$ cat src/rtl/serial_to_parallel_sync_if.sv
// Receive-lane deserialiser bundle: serial bit in, recovered word/valid/lock out.
// WORD_CNT (and its width CNT_W) exist only when S2P_WORD_CNT_EN is defined.
interface serial_to_parallel_sync_if #(
  parameter int WIDTH = 8
`ifdef S2P_WORD_CNT_EN
  ,
  parameter int CNT_W = 16
`endif
);
  logic             DATA_IN;
  logic [WIDTH-1:0] DATA_OUT;
  logic             VALID_OUT;
  logic             ACTIVE;
`ifdef S2P_WORD_CNT_EN
  logic [CNT_W-1:0] WORD_CNT;
`endif

  modport master (
    output DATA_IN,
    input  DATA_OUT,
    input  VALID_OUT,
    input  ACTIVE
`ifdef S2P_WORD_CNT_EN
    ,
    input  WORD_CNT
`endif
  );

  modport slave (
    input  DATA_IN,
    output DATA_OUT,
    output VALID_OUT,
    output ACTIVE
`ifdef S2P_WORD_CNT_EN
    ,
    output WORD_CNT
`endif
  );
endinterface

$ cat src/rtl/serial_to_parallel_sync.sv
// Serial-to-parallel deserialiser, MSB first, with comma alignment and lock FSM.
// Optional word counter enabled by macro S2P_WORD_CNT_EN.
module serial_to_parallel_sync #(
  parameter int               WIDTH       = 8,
  parameter logic [WIDTH-1:0] COMMA       = 8'hBC,
  parameter int               LOCK_COMMAS = 4
`ifdef S2P_WORD_CNT_EN
  ,
  parameter int               CNT_W       = 16
`endif
) (
  input logic                   CLK,
  input logic                   RESET,
  serial_to_parallel_sync_if.slave s2p
);

  localparam int BC_W = $clog2(WIDTH);
  localparam int CC_W = $clog2(LOCK_COMMAS + 1);

  typedef enum logic [1:0] {
    ST_SEARCH,
    ST_LOCKING,
    ST_ACTIVE
  } state_e;

  state_e            state_q;
  logic [WIDTH-2:0]  sreg_q;
  logic [BC_W-1:0]   bit_cnt_q;
  logic [CC_W-1:0]   comma_cnt_q;
  logic [WIDTH-1:0]  data_q;
  logic              valid_q;
  logic              active_q;
`ifdef S2P_WORD_CNT_EN
  logic [CNT_W-1:0]  word_cnt_q;
`endif

  logic [WIDTH-1:0]  nxt_d;
  logic [CC_W-1:0]   comma_cnt_d;
  logic              is_comma;
  logic              boundary;

  always_comb begin
    nxt_d       = {sreg_q, s2p.DATA_IN};
    // An X/Z bit makes the equality unknown, which the if() below treats as no match.
    is_comma    = (nxt_d == COMMA);
    boundary    = (bit_cnt_q == BC_W'(WIDTH - 1));
    comma_cnt_d = comma_cnt_q + CC_W'(1);
  end

  always_ff @(posedge CLK) begin
    if (RESET) begin
      state_q     <= ST_SEARCH;
      sreg_q      <= '0;
      bit_cnt_q   <= '0;
      comma_cnt_q <= '0;
      data_q      <= '0;
      valid_q     <= 1'b0;
      active_q    <= 1'b0;
`ifdef S2P_WORD_CNT_EN
      word_cnt_q  <= '0;
`endif
    end else begin
      sreg_q    <= nxt_d[WIDTH-2:0];
      valid_q   <= 1'b0;
      bit_cnt_q <= boundary ? '0 : bit_cnt_q + BC_W'(1);
      case (state_q)
        ST_SEARCH: begin
          // Bit-by-bit hunt: a match fixes the word boundary, so the counter restarts.
          if (is_comma) begin
            bit_cnt_q   <= '0;
            comma_cnt_q <= CC_W'(1);
            if (LOCK_COMMAS == 1) begin
              state_q  <= ST_ACTIVE;
              active_q <= 1'b1;
            end else begin
              state_q  <= ST_LOCKING;
            end
          end
        end
        ST_LOCKING: begin
          if (boundary) begin
            if (is_comma) begin
              comma_cnt_q <= comma_cnt_d;
              if (comma_cnt_d == CC_W'(LOCK_COMMAS)) begin
                state_q  <= ST_ACTIVE;
                active_q <= 1'b1;
              end
            end else begin
              state_q     <= ST_SEARCH;
              comma_cnt_q <= '0;
            end
          end
        end
        ST_ACTIVE: begin
          if (boundary) begin
            data_q  <= nxt_d;
            valid_q <= !is_comma;
`ifdef S2P_WORD_CNT_EN
            if (!is_comma) begin
              word_cnt_q <= word_cnt_q + CNT_W'(1);
            end
`endif
          end
        end
        default: begin
          state_q <= ST_SEARCH;
        end
      endcase
    end
  end

  assign s2p.DATA_OUT  = data_q;
  assign s2p.VALID_OUT = valid_q;
  assign s2p.ACTIVE    = active_q;
`ifdef S2P_WORD_CNT_EN
  assign s2p.WORD_CNT  = word_cnt_q;
`endif

endmodule
$ cat src/flat_wrapper.sv
// flat-port wrapper written by rule: the top's interface ports become plain ports
module serial_to_parallel_sync_flat 
#(
  parameter int               WIDTH       = 8,
  parameter logic [WIDTH-1:0] COMMA       = 8'hBC,
  parameter int               LOCK_COMMAS = 4

)
  (CLK, RESET, s2p_DATA_IN, s2p_DATA_OUT, s2p_VALID_OUT, s2p_ACTIVE);
  serial_to_parallel_sync_if #(.WIDTH(WIDTH)) s2p_i ();
  input logic CLK;
  input logic RESET;
  input wire logic [$bits(s2p_i.DATA_IN)-1:0] s2p_DATA_IN;
  output wire logic [$bits(s2p_i.DATA_OUT)-1:0] s2p_DATA_OUT;
  output wire logic [$bits(s2p_i.VALID_OUT)-1:0] s2p_VALID_OUT;
  output wire logic [$bits(s2p_i.ACTIVE)-1:0] s2p_ACTIVE;
  assign s2p_i.DATA_IN = s2p_DATA_IN;
  assign s2p_DATA_OUT = s2p_i.DATA_OUT;
  assign s2p_VALID_OUT = s2p_i.VALID_OUT;
  assign s2p_ACTIVE = s2p_i.ACTIVE;
  serial_to_parallel_sync #(.WIDTH(WIDTH), .COMMA(COMMA), .LOCK_COMMAS(LOCK_COMMAS)) u_core (.CLK(CLK), .RESET(RESET), .s2p(s2p_i));
endmodule
$ cat config.mk
export PLATFORM = sky130hd
export DESIGN_NAME = serial_to_parallel_sync_flat
export DESIGN_NICKNAME = d
export VERILOG_FILES = /design/src/rtl/serial_to_parallel_sync_if.sv /design/src/rtl/serial_to_parallel_sync.sv /design/src/flat_wrapper.sv
export SDC_FILE = /design/constraint.sdc
export NUM_CORES = 1
export LEC_CHECK = 0
export ABC_AREA = 1
export CAP_MARGIN = 20
export CORE_MARGIN = 5
export CORE_UTILIZATION = 53
export CTS_CLUSTER_SIZE = 40
export DETAILED_ROUTE_END_ITERATION = 16
export PLACE_DENSITY = 0.77
export SYNTH_ARGS = -nofsm -noshare
export SYNTH_HDL_FRONTEND = slang
export SYNTH_SLANG_ARGS = --single-unit
$ cat constraint.sdc
create_clock -name CLK -period 1.6 [get_ports CLK]
set_input_delay 0.48 -clock CLK [delete_from_list [all_inputs] [get_ports CLK]]
set_output_delay 0.48 -clock CLK [all_outputs]
set_load 0.01 [all_outputs]
==> metrics.log, run 1 <==
[metrics] Syn-to-layout area delta: 17.51%
[metrics] Via Count: around 850
[metrics] Distinct cells, synth: 21
[metrics] Mapped Cells: 137
[metrics] max-slew headroom at the worst pin: 82.19%
[metrics] clock root buffer: sky130_fd_sc_hd__clkbuf_4
[metrics] Worst Skew: 14.85 ps
[metrics] Final Critical Period: 1449 ps
[metrics] Critical Path Start: u_core.s2p.ACTIVE$_SDFFE_PP0P_
[metrics] sequential element share of the synthesized area: 47.00%
[metrics] sinks on the clock net: 25
[metrics] cell family with the largest share of critical-path delay: flip-flops
[metrics] IO Count: 13
[metrics] number of global-route vias before repair: around 740
[metrics] Global Route Usage Sum: 14.39%
[metrics] number of nets with antenna violations after routing: 0
[metrics] critical path arrival: 970 ps
[metrics] number of detailed-route iterations in the first pass: 4
[metrics] Worst Hold Slack: 451.0 ps
[metrics] Layout Nets: around 160
[metrics] power per cell area: 792.4 nW/um^2
[metrics] GRT overflow: 0
[metrics] Critical Path Fanout Max: 2
[metrics] final weighted congestion in routability-driven placement: 0.8618
[metrics] Worst VDD drop: 0.0006281 V
[metrics] hold buffer count at cts: 0
[metrics] setup repair after global routing missed its margin: no
[metrics] required arrival time at the worst endpoint: 1120 ps
[metrics] Yosys warning total: 0
[metrics] CTS HTree Levels: 1
[metrics] final instance area: 1251 um^2
[metrics] post-cts repair resize count: 10
[metrics] share of the core filled with cells: between 60% and 70%
[metrics] run status: complete, no violations
[metrics] floorplan core area: between 1500 and 2000 um^2
[metrics] number of storage elements in the synthesis netlist: 25
[metrics] Crit path buffers/inverters: 1
[metrics] final hold viol count: 0
[metrics] Post-Synthesis Mean Instance Area: 7.772 um^2
[metrics] Mapped Nets: 145
[metrics] instance area after placement: around 1200 um^2
[metrics] number of CTS-inserted buffers: 3
[metrics] Die Span Y: 54.82 um
[metrics] cells traversed along the worst timing path: dlygate4sd2_1
[metrics] total die area: 3005 um^2
[metrics] Bufs on Longest Clock Path: 2
[metrics] Worst Min Path Start: u_core.s2p.DATA_OUT[5]$_SDFFE_PP0P_
[metrics] ANT cells: 0
[metrics] # Max-Cap Violations: 0
[metrics] wire length of the first global-routing pass: 3049 um
[metrics] half-perimeter wire length after placement: about 1400 um
[metrics] ratio of final minimum period to clock period: 90.58%
[metrics] max-slew violation count: 0
[metrics] startpoint of the lowest-slack register-to-register path: u_core.bit_cnt_q[0]$_SDFF_PP0_
[metrics] initial antenna violation count: 0
[metrics] TritonCTS clock tree: built
[metrics] Static Leak: 0.5728 nW
[metrics] dpl ws: -145.3 ps
[metrics] TNS Setup: 0 ps
[metrics] Crit Path Category: flop to output port
[metrics] layout cells sized above 1: 12.26%
[metrics] detailed router's first-iteration violation count: 15
[metrics] DR WL/cell: 9.753 um
[metrics] post-CTS clock slew at the launch and capture registers of the worst setup and hold paths: around 150 ps
[metrics] CP endpoint kind: output port
[metrics] quantity of I/O buffers inserted on ports: 12
[metrics] synthesized area: 1065 um^2
[metrics] num rows: 16
[metrics] # setup viols final: 0
[metrics] transition time of the tightest slew-check pin: roughly 270 ps
[metrics] largest stage delay on the critical path: 360 ps
[metrics] slowest stage cell, crit path: sky130_fd_sc_hd__dfxtp_1
[metrics] mean number of vias per cell: 4.692
[metrics] pin count of the biggest net entering global routing: 18
[metrics] Critical Path Source Type: flop
[metrics] Die W: 54.82 um
[metrics] detailed-route wire length: 1775 um
[metrics] final critical-path setup slack: 150.8 ps
[metrics] post-CTS setup buffer count: 0
[metrics] worst min-delay path category: flop to flop
[metrics] highest clock frequency the design can meet: 0.6900 GHz
[metrics] effective utilization at floorplan: a little over half
[metrics] clk_lat worst skew: around 340 ps
[metrics] drt drc: 0
## registers in the layout, indices dropped and copies added, names as in the netlist
register              cells
u_core.s2p.DATA_OUT       8
u_core.s2p.VALID_OUT      1
u_core.comma_cnt_q        3
u_core.bit_cnt_q          3
u_core.state_q            2
u_core.sreg_q             7
u_core.s2p.ACTIVE         1
## layer usage
layer  GRT usage (%)  up-vias  share of wire (%)
met5               0        -                  0
met4           8.714        0                2.7
met3           2.725        5                4.3
met2           23.03       14                 44
met1           17.64      373                 49
li1                -      462                  -
## area by class of cell
type / instances / area, um^2
multi-input combinational: 83 / 442.9
inverter: 26 / 97.59
sequential: 25 / 500.5
tap: 27 / 33.78
clock buffer: 3 / 22.52
clock inverter: 1 / 8.758
fill: 191 / 690.7
timing repair buffer: 17 / 145.1
## cell usage in the layout, fill, tap and decap left out, types with 3 or more instances in the layout
cell type,n
sky130_fd_sc_hd__inv_1,25
sky130_fd_sc_hd__dfxtp_1,25
sky130_fd_sc_hd__nor2_1,23
sky130_fd_sc_hd__nand2_1,15
sky130_fd_sc_hd__o21ai_0,14
sky130_fd_sc_hd__a21oi_1,10
sky130_fd_sc_hd__dlygate4sd2_1,10
sky130_fd_sc_hd__ha_1,5
sky130_fd_sc_hd__buf_4,5
sky130_fd_sc_hd__nand2_2,4
sky130_fd_sc_hd__clkbuf_4,3
## Yosys cell counts
library cell / n / share of area, %
sky130_fd_sc_hd__nor2_1: 23 / 8.1
sky130_fd_sc_hd__or2_1: 1 / 0.59
sky130_fd_sc_hd__ha_1: 5 / 5.9
sky130_fd_sc_hd__nand2_2: 4 / 2.3
sky130_fd_sc_hd__clkbuf_2: 1 / 0.47
sky130_fd_sc_hd__nand2_1: 15 / 5.3
sky130_fd_sc_hd__nand3_2: 1 / 0.94
sky130_fd_sc_hd__inv_1: 25 / 8.8
sky130_fd_sc_hd__nor3_1: 1 / 0.47
sky130_fd_sc_hd__buf_2: 1 / 0.47
sky130_fd_sc_hd__nand3_4: 1 / 1.6
sky130_fd_sc_hd__dfxtp_1: 25 / 47
sky130_fd_sc_hd__a21oi_1: 10 / 4.7
sky130_fd_sc_hd__o21ai_0: 14 / 6.6
sky130_fd_sc_hd__nand4_1: 2 / 1.2
sky130_fd_sc_hd__nor2_4: 1 / 1.1
sky130_fd_sc_hd__inv_2: 1 / 0.35
sky130_fd_sc_hd__nand3_1: 2 / 0.94
sky130_fd_sc_hd__nor2_2: 2 / 1.2
sky130_fd_sc_hd__clkbuf_8: 1 / 1.3
sky130_fd_sc_hd__nand3b_1: 1 / 0.71
## through the flow
stage | power (mW) | std cells
after floorplan | 0.6804 | 137
after global placement | 0.6978 | 178
after detailed placement | 0.6989 | 178
after CTS | 1.004 | 182
after global routing | 1.033 | 182
final | 0.9915 | 182
## path summary, 6_finish.rpt
| kind | endpoint | slack [ps] | cells after the start |
|---|---|---|---|
| worst max-delay path | s2p_ACTIVE | 150 | 1 |
| worst min-delay path | u_core.s2p.DATA_OUT[5]$_SDFFE_PP0P_ | 450 | 2 |
| worst max register to register | u_core.state_q[1]$_SDFFE_PP0P_ | 160 | 6 |
| worst min register to register | u_core.s2p.DATA_OUT[5]$_SDFFE_PP0P_ | 450 | 2 |
## tightest hold or removal path: cells and delay by family, from the launching register on
kind | cells | cell delay [ps]
AOI/OAI and AO/OA | 1 | 50
DFF | 1 | 340
buffers and inverters | 1 | 40
## power by group
group | leakage [nW] | internal, mW | switching [mW]
registers | 0.203 | 0.633 | 0.00581
clock network | 0.0183 | 0.102 | 0.205
logic | 0.352 | 0.0213 | 0.0244
## kinds of logic (layout without fill, tap and decap cells)
| family | after synthesis | after routing | share of synthesized area, % |
|---|---|---|---|
| buf+inv | 29 | 47 | 11.40 |
| simple gates | 54 | 54 | 24.44 |
| compound gates | 24 | 24 | 11.28 |
| flops | 25 | 25 | 47.00 |
| fa+ha+maj | 5 | 5 | 5.875 |
No activity file was read; power rests on OpenSTA's default activity.
==> inputs of run 2 (changes only) <==
--- a/config.mk
+++ b/config.mk
@@ -12,6 +12,7 @@
 export CTS_CLUSTER_SIZE = 40
 export DETAILED_ROUTE_END_ITERATION = 16
 export PLACE_DENSITY = 0.77
+export SETUP_SLACK_MARGIN = 0.4
 export SYNTH_ARGS = -nofsm -noshare
 export SYNTH_HDL_FRONTEND = slang
 export SYNTH_SLANG_ARGS = --single-unit
==> metrics.log, run 2 (synthesis gave the netlist of run 1 again) <==
[metrics] Layout Nets: 172 (was 164)
[metrics] Bufs on Longest Clock Path: 2 (unchanged)
[metrics] transition time of the tightest slew-check pin: 284.7 ps (was 266.7 ps)
[metrics] Critical Path Fanout Max: 2 (unchanged)
[metrics] CTS HTree Levels: 1 (unchanged)
[metrics] length in cells of the worst reg-to-reg path: 6 (unchanged)
[metrics] final critical-path setup slack: 330.9 ps (was 150.8 ps)
[metrics] slowest stage cell, crit path: sky130_fd_sc_hd__dfxtp_2 (was sky130_fd_sc_hd__dfxtp_1)
[metrics] floorplan core area: 1942 um^2 (unchanged)
[metrics] detailed router's first-iteration violation count: 37 (was 15)
[metrics] number of stages on the worst hold path: 3 (was 2)
[metrics] post-CTS clock slew at the launch and capture registers of the worst setup and hold paths: 140 ps (was 150 ps)
[metrics] TNS Setup: 0 ps (unchanged)
[metrics] Largest register FFs: 8 (unchanged)
[metrics] IO Count: 13 (unchanged)
[metrics] # setup viols final: 0 (unchanged)
[metrics] final weighted congestion in routability-driven placement: 0.8624 (was 0.8618)
[metrics] half-perimeter wire length after placement: 1392 um (was 1388 um)
[metrics] number of nets with antenna violations after routing: 0 (unchanged)
[metrics] number of global-route vias before repair: 859 (was 742)
[metrics] dpl ws: -140.8 ps (was -145.3 ps)
[metrics] critical path arrival: 790 ps (was 970 ps)
[metrics] layout cells sized above 1: 55.21% (was 12.26%)
[metrics] initial antenna violation count: 0 (unchanged)
[metrics] instance area after placement: 1247 um^2 (was 1232 um^2)
[metrics] Crit Path Category: flop to output port (unchanged)
[metrics] clk_lat worst skew: 320 ps (was 340 ps)
[metrics] Global Route Usage Sum: 17.08% (was 14.39%)
[metrics] Critical Path Start: u_core.s2p.DATA_OUT[7]$_SDFFE_PP0P_ (was u_core.s2p.ACTIVE$_SDFFE_PP0P_)
[metrics] sinks on the clock net: 25 (unchanged)
[metrics] num rows: 16 (unchanged)
[metrics] commonest non-fill, non-tap cell in the layout: sky130_fd_sc_hd__dfxtp_2
[metrics] Syn-to-layout area delta: 41.60% (was 17.51%)
[metrics] startpoint of the lowest-slack register-to-register path: u_core.bit_cnt_q[0]$_SDFF_PP0_ (unchanged)
[metrics] total die area: 3005 um^2 (unchanged)
[metrics] final instance area: 1508 um^2 (was 1251 um^2)
[metrics] max-slew violation count: 0 (unchanged)
[metrics] commonest cells after routing, fill and taps aside: sky130_fd_sc_hd__dfxtp_2, sky130_fd_sc_hd__inv_1, sky130_fd_sc_hd__nor2_1 (was sky130_fd_sc_hd__inv_1, sky130_fd_sc_hd__dfxtp_1, sky130_fd_sc_hd__nor2_1)
[metrics] DR WL/cell: 12.30 um (was 9.753 um)
[metrics] total stage count of the critical path: 1 (unchanged)
[metrics] final hold viol count: 0 (unchanged)
[metrics] wire length of the first global-routing pass: 3684 um (was 3049 um)
[metrics] Die W: 54.82 um (unchanged)
[metrics] required arrival time at the worst endpoint: 1120 ps (about the same)
[metrics] clock root buffer: sky130_fd_sc_hd__clkbuf_4 (unchanged)
[metrics] cells traversed along the worst timing path: buf_6 (was dlygate4sd2_1)
[metrics] worst min-delay path category: input port to flop (was flop to flop)
[metrics] ratio of final minimum period to clock period: 79.32% (was 90.58%)
[metrics] GRT overflow: 0 (unchanged)
[metrics] drt drc: 0 (unchanged)
[metrics] Worst Min Path Start: s2p_DATA_IN (was u_core.s2p.DATA_OUT[5]$_SDFFE_PP0P_)
[metrics] run status: complete, no violations (unchanged)
[metrics] quantity of I/O buffers inserted on ports: 12 (unchanged)
[metrics] Final Critical Period: 1269 ps (was 1449 ps)
[metrics] cell family with the largest share of critical-path delay: flip-flops (unchanged)
[metrics] TritonCTS clock tree: built (unchanged)
[metrics] largest stage delay on the critical path: 350 ps (was 360 ps)
[metrics] highest clock frequency the design can meet: 0.7880 GHz (was 0.6900 GHz)
[metrics] setup repair after global routing missed its margin: yes (was no)
[metrics] Via Count: 935 (was 854)
[metrics] Die Span Y: 54.82 um (unchanged)
[metrics] pin count of the biggest net entering global routing: 15 (was 18)
[metrics] ANT cells: 0 (unchanged)
[metrics] Static Leak: 0.5947 nW (was 0.5728 nW)
[metrics] fill count: 136 (was 191)
[metrics] hold buffer count at cts: 0 (unchanged)
[metrics] Crit path buffers/inverters: 1 (unchanged)
[metrics] effective utilization at floorplan: 54.83% (unchanged)
[metrics] CP endpoint kind: output port (unchanged)
[metrics] detailed-route wire length: 2337 um (was 1775 um)
[metrics] Worst VDD drop: 0.0006663 V (was 0.0006281 V)
[metrics] number of CTS-inserted buffers: 3 (unchanged)
[metrics] worst setup slack for register-to-register paths: 350 ps (was 160 ps)
[metrics] mean number of vias per cell: 4.921 (was 4.692)
[metrics] # Max-Cap Violations: 0 (unchanged)
[metrics] max-slew headroom at the worst pin: 81.02% (was 82.19%)
[metrics] Critical Path Source Type: flop (unchanged)
[metrics] Worst Skew: 14.64 ps (was 14.85 ps)
[metrics] power per cell area: 657.0 nW/um^2 (was 792.4 nW/um^2)
[metrics] number of detailed-route iterations in the first pass: 4 (unchanged)
[run 2: cell count changes in the layout (fill, tap and decap cells not counted), moves of 5 or more]
cell and change:
sky130_fd_sc_hd__buf_6 +9, sky130_fd_sc_hd__dfxtp_2 +21, sky130_fd_sc_hd__o21ai_2 +7, sky130_fd_sc_hd__buf_4 +6
sky130_fd_sc_hd__dfxtp_1 -22, sky130_fd_sc_hd__dlygate4sd2_1 -10, sky130_fd_sc_hd__o21ai_1 +5, sky130_fd_sc_hd__o21ai_0 -12
sky130_fd_sc_hd__inv_1 -5
[run 2: report_power, final]
part	internal [mW]	leakage, nW	switching (mW)
logic	0.0312	0.364	0.0344
clock network	0.0937	0.0177	0.187
registers	0.633	0.213	0.0112
total	0.758	0.595	0.233
[run 2: per-stage QoR]
| step | hold slack, ps | power, mW | std cells | utilization (%) |
|---|---|---|---|---|
| 2_1_floorplan | 426.1 | 0.6830 | 137 | - |
| 3_3_place_gp | 430.9 | 0.7004 | 178 | 64.24 |
| 3_5_place_dp | 434.2 | 0.7023 | 178 | 64.24 |
| 4_1_cts | 457.9 | 0.9800 | 187 | 70.10 |
| 5_1_grt | 464.0 | 1.033 | 190 | 77.64 |
| 6_report | 447.5 | 0.9906 | 190 | 77.64 |
[run 2: area by class of cell]
type / count / area [um^2] / area share (%)
Multi-Input combinational cell: 85 / 611.8 / 40.58
Clock inverter: 1 / 5.005 / 0.3319
Clock buffer: 3 / 22.52 / 1.494
Timing Repair Buffer: 23 / 203.9 / 13.53
Tap cell: 27 / 33.78 / 2.241
Inverter: 26 / 100.1 / 6.639
Sequential cell: 25 / 530.5 / 35.19
[run 2: path summary, 6_finish.rpt]
| path | to |
|---|---|
| setup / recovery | s2p_DATA_OUT[7] |
| hold / removal | u_core.s2p.DATA_OUT[0]$_SDFFE_PP0P_ |
| setup reg to reg | u_core.state_q[1]$_SDFFE_PP0P_ |
| hold reg to reg | u_core.s2p.DATA_OUT[4]$_SDFFE_PP0P_ |
[run 2: repair_timing]
item	4_1_cts	5_1_grt
pin swaps	7	14
cloned	1	1
endpoints found under the setup margin	28	28
buffers inserted	4	2
resized for setup	78	44
[run 2: metal layers]
metal | share of wire [%] | GRT usage, %
met1 | 46 | 21.69
met2 | 48 | 28.35
met3 | 4.2 | 2.452
met4 | 1.5 | 7.469
met5 | 0 | 0
==> inputs of run 3 (changes only) <==
--- a/config.mk
+++ b/config.mk
@@ -8,10 +8,10 @@
 export ABC_AREA = 1
 export CAP_MARGIN = 20
 export CORE_MARGIN = 5
-export CORE_UTILIZATION = 53
+export CORE_UTILIZATION = 48
 export CTS_CLUSTER_SIZE = 40
 export DETAILED_ROUTE_END_ITERATION = 16
-export PLACE_DENSITY = 0.77
+export PLACE_DENSITY = 0.73
 export SETUP_SLACK_MARGIN = 0.4
 export SYNTH_ARGS = -nofsm -noshare
 export SYNTH_HDL_FRONTEND = slang
==> constraint.sdc (replaced) <==
create_clock -name CLK -period 1.05 [get_ports CLK]
set_input_delay 0.315 -clock CLK [delete_from_list [all_inputs] [get_ports CLK]]
set_output_delay 0.315 -clock CLK [all_outputs]
set_load 0.01 [all_outputs]
==> metrics.log, run 3 (synthesis gave the netlist of run 1 again) <==
[metrics] run status: complete, but fails checks (was complete, no violations)
[metrics] violations in the final reports: negative setup slack
[metrics] Global Route Usage Sum: 15.15% (was 17.08%)
[metrics] total area of sequential cells: 531.8 um^2 (was 530.5 um^2)
[metrics] num rows: 17 (was 16)
[metrics] half-perimeter wire length after placement: 1532 um (was 1392 um)
[metrics] met2 wire len: 1373 um (was 1132 um)
[metrics] Syn-to-layout area delta: 57.11% (was 41.60%)
[metrics] wire length of the first global-routing pass: 3953 um (was 3684 um)
[metrics] sinks on the clock net: 25 (unchanged)
[metrics] Largest register FFs: 8 (unchanged)
[metrics] setup repair after global routing missed its margin: yes (unchanged)
[metrics] max-slew headroom at the worst pin: 86.84% (was 81.02%)
[metrics] CTS HTree Levels: 1 (unchanged)
[metrics] instance area after placement: 1391 um^2 (was 1247 um^2)
[metrics] GRT overflow: 0 (unchanged)
[metrics] quantity of I/O buffers inserted on ports: 12 (unchanged)
[metrics] DR WL/cell: 13.05 um (was 12.30 um)
[metrics] commonest cells after routing, fill and taps aside: sky130_fd_sc_hd__buf_6, sky130_fd_sc_hd__inv_1, sky130_fd_sc_hd__dfxtp_2 (was sky130_fd_sc_hd__dfxtp_2, sky130_fd_sc_hd__inv_1, sky130_fd_sc_hd__nor2_1)
[metrics] startpoint of the lowest-slack register-to-register path: u_core.sreg_q[5]$_SDFF_PP0_ (was u_core.bit_cnt_q[0]$_SDFF_PP0_)
[metrics] number of global-route vias before repair: 928 (was 859)
[metrics] ratio of final minimum period to clock period: 116.8%
[metrics] Die Span Y: 57.10 um (was 54.82 um)
[metrics] # setup viols final: 28 (was 0)
[metrics] TritonCTS clock tree: built (unchanged)
[metrics] worst setup slack for register-to-register paths: -180 ps (was 350 ps)
[metrics] IO Count: 13 (unchanged)
[metrics] Crit Path Category: flop to flop (was flop to output port)
[metrics] Routed met1 length: 1119 um (was 1070 um)
[metrics] number of nets with antenna violations after routing: 0 (unchanged)
[metrics] Static Leak: 0.6809 nW (was 0.5947 nW)
[metrics] r2r endpoint: u_core.state_q[0]$_SDFFE_PP0P_ (was u_core.state_q[1]$_SDFFE_PP0P_)
[metrics] number of stages on the worst hold path: 3 (unchanged)
[metrics] non-filler instance count after layout: 203 (was 190)
[metrics] TNS Setup: -2472 ps (was 0 ps)
[metrics] placed insts: 190 (was 178)
[metrics] highest clock frequency the design can meet: 0.8154 GHz
[metrics] total die area: 3260 um^2 (was 3005 um^2)
[metrics] detailed-route wire length: 2649 um (was 2337 um)
[metrics] largest stage delay on the critical path: 370 ps (was 350 ps)
[metrics] Via Count: 982 (was 935)
[metrics] Worst Min Path Start: s2p_DATA_IN (unchanged)
[metrics] Final Critical Period: 1226 ps
[metrics] final hold viol count: 0 (unchanged)
[metrics] Critical Path Source Type: flop (unchanged)
[metrics] total power of the final layout: 1.588 mW (was 0.9906 mW)
[metrics] clock root buffer: sky130_fd_sc_hd__clkbuf_4 (unchanged)
[metrics] detailed router's first-iteration violation count: 11 (was 37)
[metrics] effective utilization at floorplan: 49.08% (was 54.83%)
[metrics] mean number of vias per cell: 4.837 (was 4.921)
[metrics] number of CTS-inserted buffers: 3 (unchanged)
[metrics] floorplan core area: 2170 um^2 (was 1942 um^2)
[metrics] Layout Nets: 184 (was 172)
[metrics] Critical Path Fanout Max: 3 (was 2)
[metrics] worst min-delay path category: input port to flop (unchanged)
[metrics] Bufs on Longest Clock Path: 2 (unchanged)
[metrics] Met3 Routed Length: 117 um (was 98 um)
[metrics] transition time of the tightest slew-check pin: 197.2 ps (was 284.7 ps)
[metrics] Die W: 57.10 um (was 54.82 um)
[metrics] CP endpoint kind: flop (was output port)
[metrics] initial antenna violation count: 0 (unchanged)
[metrics] highest metal layer used by the detailed router: met4 (unchanged)
[metrics] worst-case hold path end point: u_core.s2p.DATA_OUT[0]$_SDFFE_PP0P_ (unchanged)
[metrics] # Max-Cap Violations: 0 (unchanged)
[metrics] commonest non-fill, non-tap cell in the layout: sky130_fd_sc_hd__buf_6 (was sky130_fd_sc_hd__dfxtp_2)
[metrics] number of detailed-route iterations in the first pass: 6 (was 4)
[metrics] final instance area: 1673 um^2 (was 1508 um^2)
[metrics] slowest stage cell, crit path: sky130_fd_sc_hd__dfxtp_2 (unchanged)
[metrics] critical path arrival: 1490 ps (was 790 ps)
[metrics] layout cells sized above 1: 61.14% (was 55.21%)
[metrics] max-slew violation count: 0 (unchanged)
[metrics] clk_lat worst skew: 340 ps (was 320 ps)
[metrics] Worst Skew: 16.40 ps (was 14.64 ps)
[metrics] ANT cells: 0 (unchanged)
[metrics] area of the multi-input gates: 619.3 um^2 (was 611.8 um^2)
[metrics] post-CTS clock slew at the launch and capture registers of the worst setup and hold paths: 160 ps (was 140 ps)
[metrics] length in cells of the worst reg-to-reg path: 8 (was 6)
[metrics] required arrival time at the worst endpoint: 1310 ps (was 1120 ps)
[metrics] fill count: 138 (was 136)
[metrics] final critical-path setup slack: -176.3 ps (was 330.9 ps)
[metrics] drt drc: 0 (unchanged)
[metrics] Worst VDD drop: 0.0006684 V (was 0.0006663 V)
[metrics] pin count of the biggest net entering global routing: 17 (was 15)
[metrics] power per cell area: 949.3 nW/um^2 (was 657.0 nW/um^2)
[metrics] final weighted congestion in routability-driven placement: 0.7474 (was 0.8624)
[metrics] cells traversed along the worst timing path: inv_2 > nand2_2 > nor2_4 > nand3_4 > nand2_2 > nand2_1 > nor2_1 > nor2_1 (was buf_6)
[run 3: cell type report]
cell class,instances,area share (%)
clock buffers,3,1.346
clock inverters,1,0.5236
inverters,26,5.984
multi-input cells,84,37.02
flip-flops and latches,25,31.79
well taps,28,2.094
repair buffers,36,21.24
[run 3: critical path: cells and delay by family, from the launching register on]
kind,cells,cell delay (ps)
simple gates,7,670
buf+inv,1,80
flops,1,370
[run 3: per-layer routing]
metal | up-vias | track usage, %
met1 | 455 | 19.31
met5 | - | 0
met3 | 5 | 2.715
met2 | 21 | 25.29
met4 | 0 | 5.960
li1 | 501 | -
[run 3: stage by stage]
stage               hold slack [ps]  utilization [%]  setup WS [ps]
floorplan                     426.1                -         -97.73
global placement              426.5            64.13         -499.8
detailed placement            433.5            64.13         -539.9
CTS                           432.4            70.93         -107.5
global route                  432.7            77.11         -222.6
finish                        427.3            77.11         -176.3
[run 3: what timing repair did]
item / in CTS / in global routing
pin swaps: 7 / 14
gates resized for setup: 90 / 29
hold buffers: 0 / 0
gates cloned: 2 / 0
setup buffers: 1 / 6
endpoints found under the setup margin: 35 / 32
[run 3: power by group]
part           internal, mW  total, mW  switching [mW]
registers             0.962      0.978          0.0157
clock network         0.156      0.487           0.332
logic                0.0619      0.123          0.0610
total                  1.18       1.59           0.408
[run 3: worst max path at each step]
stage	slack, ps	endpoint	startpoint
3_3_place_gp	-500	u_core.state_q[1]$_SDFFE_PP0P_	s2p_DATA_IN
3_5_place_dp	-540	u_core.state_q[1]$_SDFFE_PP0P_	s2p_DATA_IN
4_1_cts	-110	u_core.state_q[1]$_SDFFE_PP0P_	u_core.bit_cnt_q[0]$_SDFF_PP0_
6_report	-180	u_core.state_q[0]$_SDFFE_PP0P_	u_core.sreg_q[5]$_SDFF_PP0_
5_1_grt	-220	u_core.state_q[0]$_SDFFE_PP0P_	u_core.sreg_q[5]$_SDFF_PP0_
2_1_floorplan	-100	u_core.state_q[1]$_SDFFE_PP0P_	u_core.comma_cnt_q[0]$_SDFFE_PP0P_
